File: src/rtl/branch_history_table.sv
// rtl/branch_history_table.sv - 2-bit saturating-counter branch predictor table with sweep clear (optional stats: BHT_STATS_EN)
module branch_history_table #(
  parameter int size    = 32,
  parameter int ENTRIES = 64
) (
  input  logic            clk,
  input  logic            reset,
  input  logic [size-1:0] pc_f,
  output logic            predict_taken,
  input  logic            upd_valid,
  input  logic [size-1:0] upd_pc,
  input  logic            upd_taken,
  input  logic            upd_predicted,
  input  logic            flush_req,
  output logic            busy,
  output logic [31:0]     branch_count,
  output logic [31:0]     mispredict_count
);

  localparam int IDX_W = $clog2(ENTRIES);

  typedef enum logic {
    IDLE,
    SWEEP
  } state_t;

  state_t           state_q;
  state_t           state_d;
  logic [IDX_W-1:0] sweep_idx;
  logic [1:0]       ctr_q [ENTRIES];

  logic [IDX_W-1:0] rd_idx;
  logic [IDX_W-1:0] wr_idx;
  logic [1:0]       wr_cur;
  logic [1:0]       wr_next;
  logic             upd_accept;
  logic             sweep_last;

  // Word-aligned PCs: drop the two byte-offset bits, no tag, aliasing allowed
  assign rd_idx = pc_f[IDX_W+1:2];
  assign wr_idx = upd_pc[IDX_W+1:2];

  // PC bits outside the index field and the byte offset do not affect the table
  logic unused_pc_bits;
  assign unused_pc_bits = ^{pc_f[1:0], pc_f[size-1:IDX_W+2],
                            upd_pc[1:0], upd_pc[size-1:IDX_W+2], upd_predicted};

  // Next state, update acceptance, busy and the gated prediction
  always_comb begin
    state_d       = state_q;
    upd_accept    = 1'b0;
    sweep_last    = 1'b0;
    busy          = 1'b0;
    predict_taken = 1'b0;
    case (state_q)
      IDLE: begin
        upd_accept    = upd_valid;
        predict_taken = ctr_q[rd_idx][1];
        if (flush_req) begin
          state_d = SWEEP;
        end
      end
      SWEEP: begin
        busy       = 1'b1;
        sweep_last = (sweep_idx == IDX_W'(ENTRIES - 1));
        if (sweep_last) begin
          state_d = IDLE;
        end
      end
      default: state_d = IDLE;
    endcase
  end

  // Saturating increment/decrement of the addressed counter
  always_comb begin
    wr_cur  = ctr_q[wr_idx];
    wr_next = wr_cur;
    if (upd_taken) begin
      if (wr_cur != 2'b11) begin
        wr_next = wr_cur + 2'b01;
      end
    end else begin
      if (wr_cur != 2'b00) begin
        wr_next = wr_cur - 2'b01;
      end
    end
  end

  // FSM state and sweep pointer; pointer idles at 0 so a new sweep starts at entry 0
  always_ff @(posedge clk or negedge reset) begin
    if (!reset) begin
      state_q   <= IDLE;
      sweep_idx <= '0;
    end else begin
      state_q <= state_d;
      if (state_q == SWEEP) begin
        sweep_idx <= sweep_idx + 1'b1;
      end else begin
        sweep_idx <= '0;
      end
    end
  end

  // Counter array: sweep writes weakly-not-taken, otherwise accepted updates train
  always_ff @(posedge clk or negedge reset) begin
    if (!reset) begin
      for (int i = 0; i < ENTRIES; i++) begin
        ctr_q[i] <= 2'b01;
      end
    end else if (state_q == SWEEP) begin
      ctr_q[sweep_idx] <= 2'b01;
    end else if (upd_accept) begin
      ctr_q[wr_idx] <= wr_next;
    end
  end

`ifdef BHT_STATS_EN
  logic [31:0] branch_q;
  logic [31:0] mispredict_q;

  // Saturating statistics; only reset clears them, a flush leaves them intact
  always_ff @(posedge clk or negedge reset) begin
    if (!reset) begin
      branch_q     <= '0;
      mispredict_q <= '0;
    end else if (upd_accept) begin
      if (branch_q != 32'hFFFF_FFFF) begin
        branch_q <= branch_q + 32'd1;
      end
      if ((upd_taken != upd_predicted) && (mispredict_q != 32'hFFFF_FFFF)) begin
        mispredict_q <= mispredict_q + 32'd1;
      end
    end
  end

  assign branch_count     = branch_q;
  assign mispredict_count = mispredict_q;
`else
  assign branch_count     = 32'd0;
  assign mispredict_count = 32'd0;
`endif

endmodule

File: config.mk
export PLATFORM = sky130hd
export DESIGN_NAME = branch_history_table
export DESIGN_NICKNAME = d
export VERILOG_FILES = /design/src/rtl/branch_history_table.sv
export SDC_FILE = /design/constraint.sdc
export NUM_CORES = 1
export LEC_CHECK = 0
export BUFFER_PORTS_ARGS = -buffer_cell sky130_fd_sc_hd__buf_2
export CAP_MARGIN = 5
export CORE_UTILIZATION = 40
export CTS_CLUSTER_DIAMETER = 30
export DETAILED_ROUTE_END_ITERATION = 8
export GPL_TIMING_DRIVEN = 0
export PLACE_DENSITY = 0.58
export SLEW_MARGIN = 20
export SYNTH_ARGS = -nofsm -noshare
export SYNTH_HDL_FRONTEND = slang
export SYNTH_SLANG_ARGS = --single-unit
File: constraint.sdc
create_clock -name clk -period 5.35 [get_ports clk]
set_input_delay 0 -clock clk [delete_from_list [all_inputs] [get_ports clk]]
set_output_delay 0 -clock clk [all_outputs]
set_load 0.005 [all_outputs]
== Word-level counts from Yosys, hierarchy flattened ==
Cells that the tools add are included.
Operators by class
  reductions and logical operators: 4
  bitwise logic cells: 7
  $lt $le $gt $ge: 5
  equality and inequality tests: 2
  add/sub/neg operators: 3
  muxes and demuxes: 23
  shifts and indexed selects: 0
  $mul: 0
  div/mod/pow operators: 0
Operators by type and width (number)
  128-bit 2-to-1 mux: 2
  128-bit bitwise mux: 1
  64-bit bitwise AND: 1
  64-bit inverter: 1
  64-bit OR: 1
  2-bit binary-select mux with 6-bit select: 2
  2-bit demux with 6-bit select: 2
  7-bit >= comparator (second input constant): 3
  6-bit inverter with 7-bit output: 3
  2-bit 2-to-1 mux: 9
  7-bit by 1-bit less-than comparator with 1-bit output (second input constant): 2
  6-bit by 1-bit adder with 6-bit output (second input constant): 1
  6-bit == test (second input constant): 1
  6-bit 2-to-1 mux: 1
  1-bit 2-to-1 mux: 5
  2-bit nonzero test: 2
  2-bit by 1-bit adder with 2-bit output (second input constant): 1
  1-bit logical AND: 2
  2-bit inequality test (second input constant): 1
  1-bit one-hot mux with 2 select lines: 1
  2-bit by 1-bit subtractor with 2-bit output (second input constant): 1
  1-bit inverter: 1
Storage, ports and cells
  memory bits (writable): 0
  ROM bits: 0
  memories: 0
  latch bits: 0
  output and inout port bits: 66
  flip-flop bits (word level): 135

== Longest topological paths before layout ==
Gate-level depths: netlist of run 1.
  word-level depth: 10
  depth in mapped cells: 12
  mapped depth without buffers: 8

== Worst setup path after synthesis of run 1 ==
OpenSTA, ideal clock, no wires.
  path type: input port to flip-flop
  from: input port upd_pc[4]
  to: register ctr_q[28] in the netlist's numbering
  cell stages on the path: 9
  setup time: 0.077 ns
  path buffers: 3
  arrival time: 2.242 ns
  path slack: 3.031 ns
  cell sequence: buf_2 clkbuf_1 mux4_2 a22oi_1 nand3_1 a2111o_1 maj3_2 buf_2 a31oi_1
On the way
  word-level cells in the longest chain between the ends: 10
  elaborated cells between the ends (all ways): 19
  those cells by class: 2 x add/sub; 2 x order compare; 1 x eq/ne; 11 x mux; 1 x bitwise; 2 x reduce/logical
RTL lines
  start, declared: RTL line 11  | input logic [size-1:0] upd_pc,
  6-bit inverter with 7-bit output (not written as such) *: RTL line 76, 113
  2-bit binary-select mux with 6-bit select: RTL line 76  | wr_cur = ctr_q[wr_idx];
  2-bit 2-to-1 mux (not written as such) (2 in series): RTL line 76
  2-bit by 1-bit subtractor with 2-bit output, or another cell as far along: RTL line 84  | wr_next = wr_cur - 2'b01;
  2-bit 2-to-1 mux (on tied branches): RTL line 83, 79
  2-bit 2-to-1 mux: RTL line 78  | if (upd_taken) begin
  128-bit bitwise mux *: RTL line 113  | ctr_q[wr_idx] <= wr_next;
  128-bit 2-to-1 mux *: RTL line 112  | end else if (upd_accept) begin
  128-bit 2-to-1 mux *: RTL line 110  | end else if (state_q == SWEEP) begin
  end signal, assigned by index: RTL line 113
  end, declared: RTL line 30  | logic [1:0] ctr_q [ENTRIES];
Mark *: on every way between the ends. The rest lies on a longest branch, timed or not. The select of a mux whose other input is x is not followed.
A chain may end at the register's enable or synchronous reset.

== Worst setup path in the final report of run 1 ==
  from: input port upd_pc[4]
  to: register ctr_q[38] in the netlist's numbering
Same word-level chain as after synthesis.

==> results.md, run 1 <==
* Unrepaired setup endpoints after global routing: no
* Register-to-Register Path Depth at 8
* Fmax at 327.0 MHz
* Arrival @ worst endpoint at 3.41 ns
* Die H at 147.2 um
* Clock network power share at 0.262
* Worst skew pair latency at 0.44 ns
* Initial Utilization at 0.4127
* Reg-to-reg setup timing slack at 2.53 ns
* Mapped Cells at 887
* Netlist cell types at 59
* Worst IR Drop VDD at 189.6 uV
* Syn Area/Cell at 9.506 um2
* Setup crit start: upd_pc[4]
* Dpl hpwl at 23930 um
* Vias in the first global route at 7524
* Die W at 147.2 um
* Worst Tran Pin Value at 1.014 ns
* Startpoint types: primary input
* CTS clock-pin slew for the worst setup and hold paths at 0.07 ns
* Root Driver: clkbuf_16
* Crit path capture: ctr_q[38]
* Switching power at 0.001791 W
* Sink Count at 135
* Pint at 0.002650 W
* Max-Slew Margin vs Limit at 0.3187
* Asr flop ratio synth at 1.000
* CP Capture Type: register
* Via count at 7926
* EDFF count, synth at 0
* # diodes at 0
* CTS max path bufs at 2
* Synth Warn # at 0
* Hold Buf Count CTS at 3
* Reg2reg start: ctr_q[52]
* Layout Nets at 1058
* Leak at 3.731 nW
* Setup violators final at 0
* Minimum clock period at 3.058 ns
* Layout area overhead at 15.14%
* Sw frac at 0.4033
* Slack of the critical path at 2.292 ns
* Drt via density at 6.241
* Largest net degree at the start of global routing at 88
* Data required, critical path at 5.70 ns
* Total grt overflow at 0
* Power density over the cells at 457.4 mW/mm2
* Wirelength, routed at 33380 um
* Ys flop type: dfrtp_1
* Part of the power in registers at 0.392
* FF+latch count, synth at 135
* Mapped cell area at 0.008432 mm2
* Iteration-0 DRC Markers at 1272
* RePlAce Congestion at 0.9771
* Hold crit path type: in -> async
* First-pass GRT wire length at 49320 um
* TritonCTS buffer count at 17
* Die footprint at 0.02166 mm2
* Clock Skew at 0.01456 ns
* Row cnt at 52
* CP max FO at 10
* Drc violations at 0
* Fraction of layout cells with a size suffix above 1 at 0.2540
* Slew Viols, Final at 0
* CTS tree: built
* Status: finished clean
* Filler cell count in the final layout at 1972
* Post-CTS resize count at 0
* Setup CP Type: in -> reg
* Sequential area share after synthesis at 0.4101
* Routed Antenna Nets at 0
* GRT Resource Usage Total at 0.3151
* Initial antenna violation count at 0
* Core ar. at 0.02043 mm2
* TritonRoute pass-1 iters at 8
* Post-CTS Setup Inserts at 0
* Final worst path period share at 0.5717
* PortBufs at 14
* H-Tree Depth at 4
* Power share of the combinational group at 0.346
* Final number of hold-violating endpoints at 0
* Setup TNS at 0 ns
* WL/cell at 26.28 um
* Max cap viols at 0
* Io pins at 136
* Pre-CTS WS at 1.906 ns
* R2r endpoint: ctr_q[38]
-- through the flow --
step                      utilization  cell area, um2  instances  hold slack [ns]  total power, W
final                          0.4752            9708       1270          0.05227        0.004441
after global routing           0.4752            9708       1270           0.1027        0.004617
after CTS                      0.4752            9708       1270          0.04362        0.004385
after detailed placement       0.4464            9119       1235         -0.05998        0.003226
after global placement         0.4443            9076       1234           0.2317        0.003207
after floorplan                     -            8668        950          -0.2956        0.002636
-- kinds of logic after synthesis --
family          share of synthesized area
mux                                0.1386
other cells                     0.0004447
buf+inv                           0.09245
flops                              0.4101
fa+ha+maj                        0.004154
simple gates                       0.1522
xor+xnor                         0.003117
compound gates                     0.1988
-- worst min-delay path by stage --
stage | start | endpoint | slack, ns | cells past startpoint
2_1_floorplan | reset | ctr_q[101] | -0.30 | 0
3_3_place_gp | flush_req | state_q | 0.23 | 2
3_5_place_dp | reset | ctr_q[117] | -0.06 | 1
4_1_cts | upd_pc[5] | ctr_q[92] | 0.04 | 4
5_1_grt | reset | ctr_q[89] | 0.10 | 2
6_report | reset | ctr_q[89] | 0.05 | 2
-- registers in the layout (all words and copies together) (netlist names) --
register,flops
ctr_q,128
sweep_idx,6
state_q,1
-- layout by cell type, fill, tap and decap left out, drive strengths merged, types with 13 or more instances in the layout --
master | netlist | final
nand2 | 69 | 69
a211oi | 22 | 22
dfstp | 64 | 64
a21oi | 39 | 39
mux4 | 37 | 37
o211ai | 24 | 24
nor2 | 91 | 91
a221oi | 13 | 13
buf | 95 | 110
dfrtp | 71 | 71
a22oi | 16 | 16
mux2i | 29 | 29
o21ai | 107 | 107
nand3 | 31 | 31
clkbuf | 33 | 50
conb | 1 | 64
nor3 | 26 | 26
inv | 4 | 13
-- layout make-up --
cell class | count | area [um2] | area share
plain buffers | 128 | 760.7 | 0.07836
multi-input cells | 682 | 4436 | 0.4569
repair buffers | 18 | 137.6 | 0.01418
clock inverters | 15 | 133.9 | 0.01379
inverters | 5 | 18.77 | 0.001933
well taps | 270 | 337.8 | 0.03480
clock buffers | 17 | 425.4 | 0.04382
flip-flops and latches | 135 | 3458 | 0.3562
-- synthesized netlist by cell type, types with 13 or more instances --
cell type,count,area (um2)
nand2_1,69,259.0
nand3_1,31,155.2
buf_4,67,503.0
nor3_1,25,125.1
a22oi_1,16,120.1
clkbuf_1,32,120.1
mux2i_1,29,290.3
a21oi_1,39,195.2
a211oi_1,22,165.2
o21ai_0,101,505.5
dfrtp_1,71,1777
buf_2,22,110.1
o211ai_1,24,180.2
a221oi_1,13,113.9
nor2_1,90,337.8
dfstp_2,64,1682
mux4_2,37,833.3
-- power groups by stage --
stage | sequential [W] | combinational, W | clock, W
final | 0.00174 | 0.00154 | 0.00116
after global routing | 0.00177 | 0.00164 | 0.00121
after CTS | 0.00173 | 0.00149 | 0.00116
after detailed placement | 0.00174 | 0.00148 | 0
after global placement | 0.00174 | 0.00147 | 0
after floorplan | 0.00164 | 0.000998 | 0
-- metal layers --
metal,GRT usage,vias to the layer above,share of wire
met2,0.4531,578,0.43
li1,-,3360,-
met5,0,-,0
met1,0.4472,3862,0.41
met4,0.1598,0,0.050
met3,0.06584,126,0.11
-- worst max-delay path: stages --
cell	delay, ns
buf_2	0.09
buf_2	0.24
clkbuf_1	0.78
mux4_2	0.44
a22oi_1	0.24
nand3_1	0.11
a2111o_1	0.51
maj3_2	0.48
buf_2	0.28
o21ai_0	0.23
(Power assumes the default switching activity.)
==> run 2: changes to the inputs <==
PLACE_DENSITY = 0.6   (was 0.58)
clock period = 2.5 ns   (was 5.35 ns; I/O delays follow)
==> results.md, run 2 (synthesis gave the netlist of run 1 again) <==
* Largest regs: ctr_q (128), sweep_idx (6), state_q (1)
* Clock network power share at 0.247
* Leak at 4.123 nW
* Setup violators final at 129
* Largest net degree at the start of global routing at 83
* Part of the power in registers at 0.357
* Sw frac at 0.3935
* Data required, critical path at 2.50 ns
* Unrepaired setup endpoints after global routing: yes
* Max-Slew Margin vs Limit at 0.2135
* Drc violations at 0
* First-pass GRT wire length at 50640 um
* Iteration-0 DRC Markers at 1102
* Worst Tran Pin Value at 1.171 ns
* CTS tree: built
* H-Tree Depth at 4
* Switching power at 0.004163 W
* Status: complete, but fails checks
* Sink Count at 135
* Hold crit path type: in -> async
* Worst skew pair latency at 0.44 ns
* Most flop-heavy register: ctr_q
* Vias in the first global route at 7587
* Power share of the combinational group at 0.396
* Clock Skew at 0.01328 ns
* Startpoint types: register
* Top Metal Used: met4
* Violated checks: negative setup slack
* Routed Antenna Nets at 0
* Placed insts at 1235
* Minimum clock period at 2.700 ns
* Post-Route Utilization at 0.5249
* Root Driver: clkbuf_16
* Layout Nets at 1083
* Layout area overhead at 27.18%
* Fraction of layout cells with a size suffix above 1 at 0.3698
* Met3 wire length at 4402 um
* CP Capture Type: primary output
* Commonest cells after routing, fill and taps aside: nor2_1 (88), buf_4 (74), nand2_1 (69), dfrtp_1 (68)
* Metal2 WL at 14860 um
* Die W at 147.2 um
* TritonRoute pass-1 iters at 6
* Max reg flops at 128
* Total grt overflow at 0
* Pint at 0.006417 W
* RePlAce Congestion at 0.9930
* Io pins at 136
* Initial antenna violation count at 0
* PortBufs at 14
* Core ar. at 0.02043 mm2
* Slew Viols, Final at 0
* Setup TNS at -13.46 ns
* Wirelength, routed at 34910 um
* CTS clock-pin slew for the worst setup and hold paths at 0.07 ns
* Initial Utilization at 0.4127
* CTS max path bufs at 2
* GRT Resource Usage Total at 0.3229
* Power density over the cells at 986.6 mW/mm2
* Final number of hold-violating endpoints at 0
* Final worst path period share at 1.080
* M1 WL at 13780 um
* Dpl hpwl at 23680 um
* Most common cell after layout, fill and taps aside: nor2_1
* # diodes at 0
* Worst hold slack at 0.07618 ns
* Arrival @ worst endpoint at 2.70 ns
* Fin cells at 1295
* Setup CP Type: reg -> out
* Fmax at 370.4 MHz
* Worst IR Drop VDD at 436.3 uV
* Max cap viols at 0
* CP max FO at 2
* Drt via density at 6.354
* Via count at 8228
* Slack of the critical path at -0.2001 ns
* Die footprint at 0.02166 mm2
* Row cnt at 52
* Die H at 147.2 um
* WL/cell at 26.96 um
* TritonCTS buffer count at 17
## run 2: changes by cell type in the layout (fill, tap and decap cells not counted), moves of 6 or more
cell       delta
o21ai_2      +47
buf_12        +7
buf_8         +7
a21oi_1      -24
o21ai_0      -53
buf_6         +8
o21ai_1       +6
clkbuf_16     +8
a21oi_2      +24
buf_4         +7
buf_2        -10
o31ai_1       -7
## run 2: routing by layer
layer  GRT usage  vias up
li1            -     3436
met1      0.4417     4027
met3      0.1012      139
met2      0.4646      626
met5           0        -
met4      0.1490        0
## run 2: timing repair
| item | 4_1_cts | 5_1_grt |
|---|---|---|
| endpoints found under the setup margin | 129 | 129 |
| resized for setup | 112 | 122 |
| pin swaps | 11 | 23 |
| hold buffers | 3 | 0 |
| setup buffers | 18 | 5 |
| cloned | 5 | 5 |
| endpoints found under the hold margin | 112 | 0 |
## run 2: through the flow
step | power, W | area, um2 | setup slack [ns]
after floorplan | 0.005641 | 8668 | 0.1805
after global placement | 0.006841 | 9076 | -0.9786
after detailed placement | 0.006886 | 9119 | -0.9500
after CTS | 0.01005 | 10300 | -0.1712
after global routing | 0.01094 | 10720 | -0.1938
final | 0.01058 | 10720 | -0.2001
## run 2: final cells by class
| cell class | instances | area [um2] |
|---|---|---|
| Timing Repair Buffer | 41 | 460.4 |
| Inverter | 5 | 18.77 |
| Clock inverter | 10 | 103.9 |
| Sequential cell | 135 | 3462 |
| Clock buffer | 22 | 496.7 |
| Multi-Input combinational cell | 684 | 4917 |
| Tap cell | 270 | 337.8 |
| Buffer | 128 | 927.1 |
| Fill cell | 1898 | 9706 |
## run 2: worst paths after layout
path,from,end,slack (ns),cells past startpoint
worst min-delay path,reset,ctr_q[55],0.08,2
max in group asynchronous,reset,ctr_q[108],1.61,3
worst max register to register,ctr_q[100],ctr_q[74],-0.18,7
worst max-delay path,ctr_q[33],predict_taken,-0.20,5
min in group clk,upd_pc[5],ctr_q[87],0.08,4
worst min register to register,ctr_q[96],ctr_q[96],0.51,2
## run 2: critical path, stage by stage, from the launching register on
cell and delay (ns):
dfrtp_1 0.46, mux4_2 0.51, mux4_2 0.47, mux4_2 0.52, nor2b_4 0.15, buf_2 0.14
## run 2: power by group through the flow
stage | clock network [W] | logic (W) | registers (W)
floorplan | 0 | 0.00214 | 0.00350
detailed placement | 0 | 0.00313 | 0.00375
finish | 0.00262 | 0.00419 | 0.00377
global route | 0.00269 | 0.00443 | 0.00382
CTS | 0.00260 | 0.00373 | 0.00372
global placement | 0 | 0.00310 | 0.00374
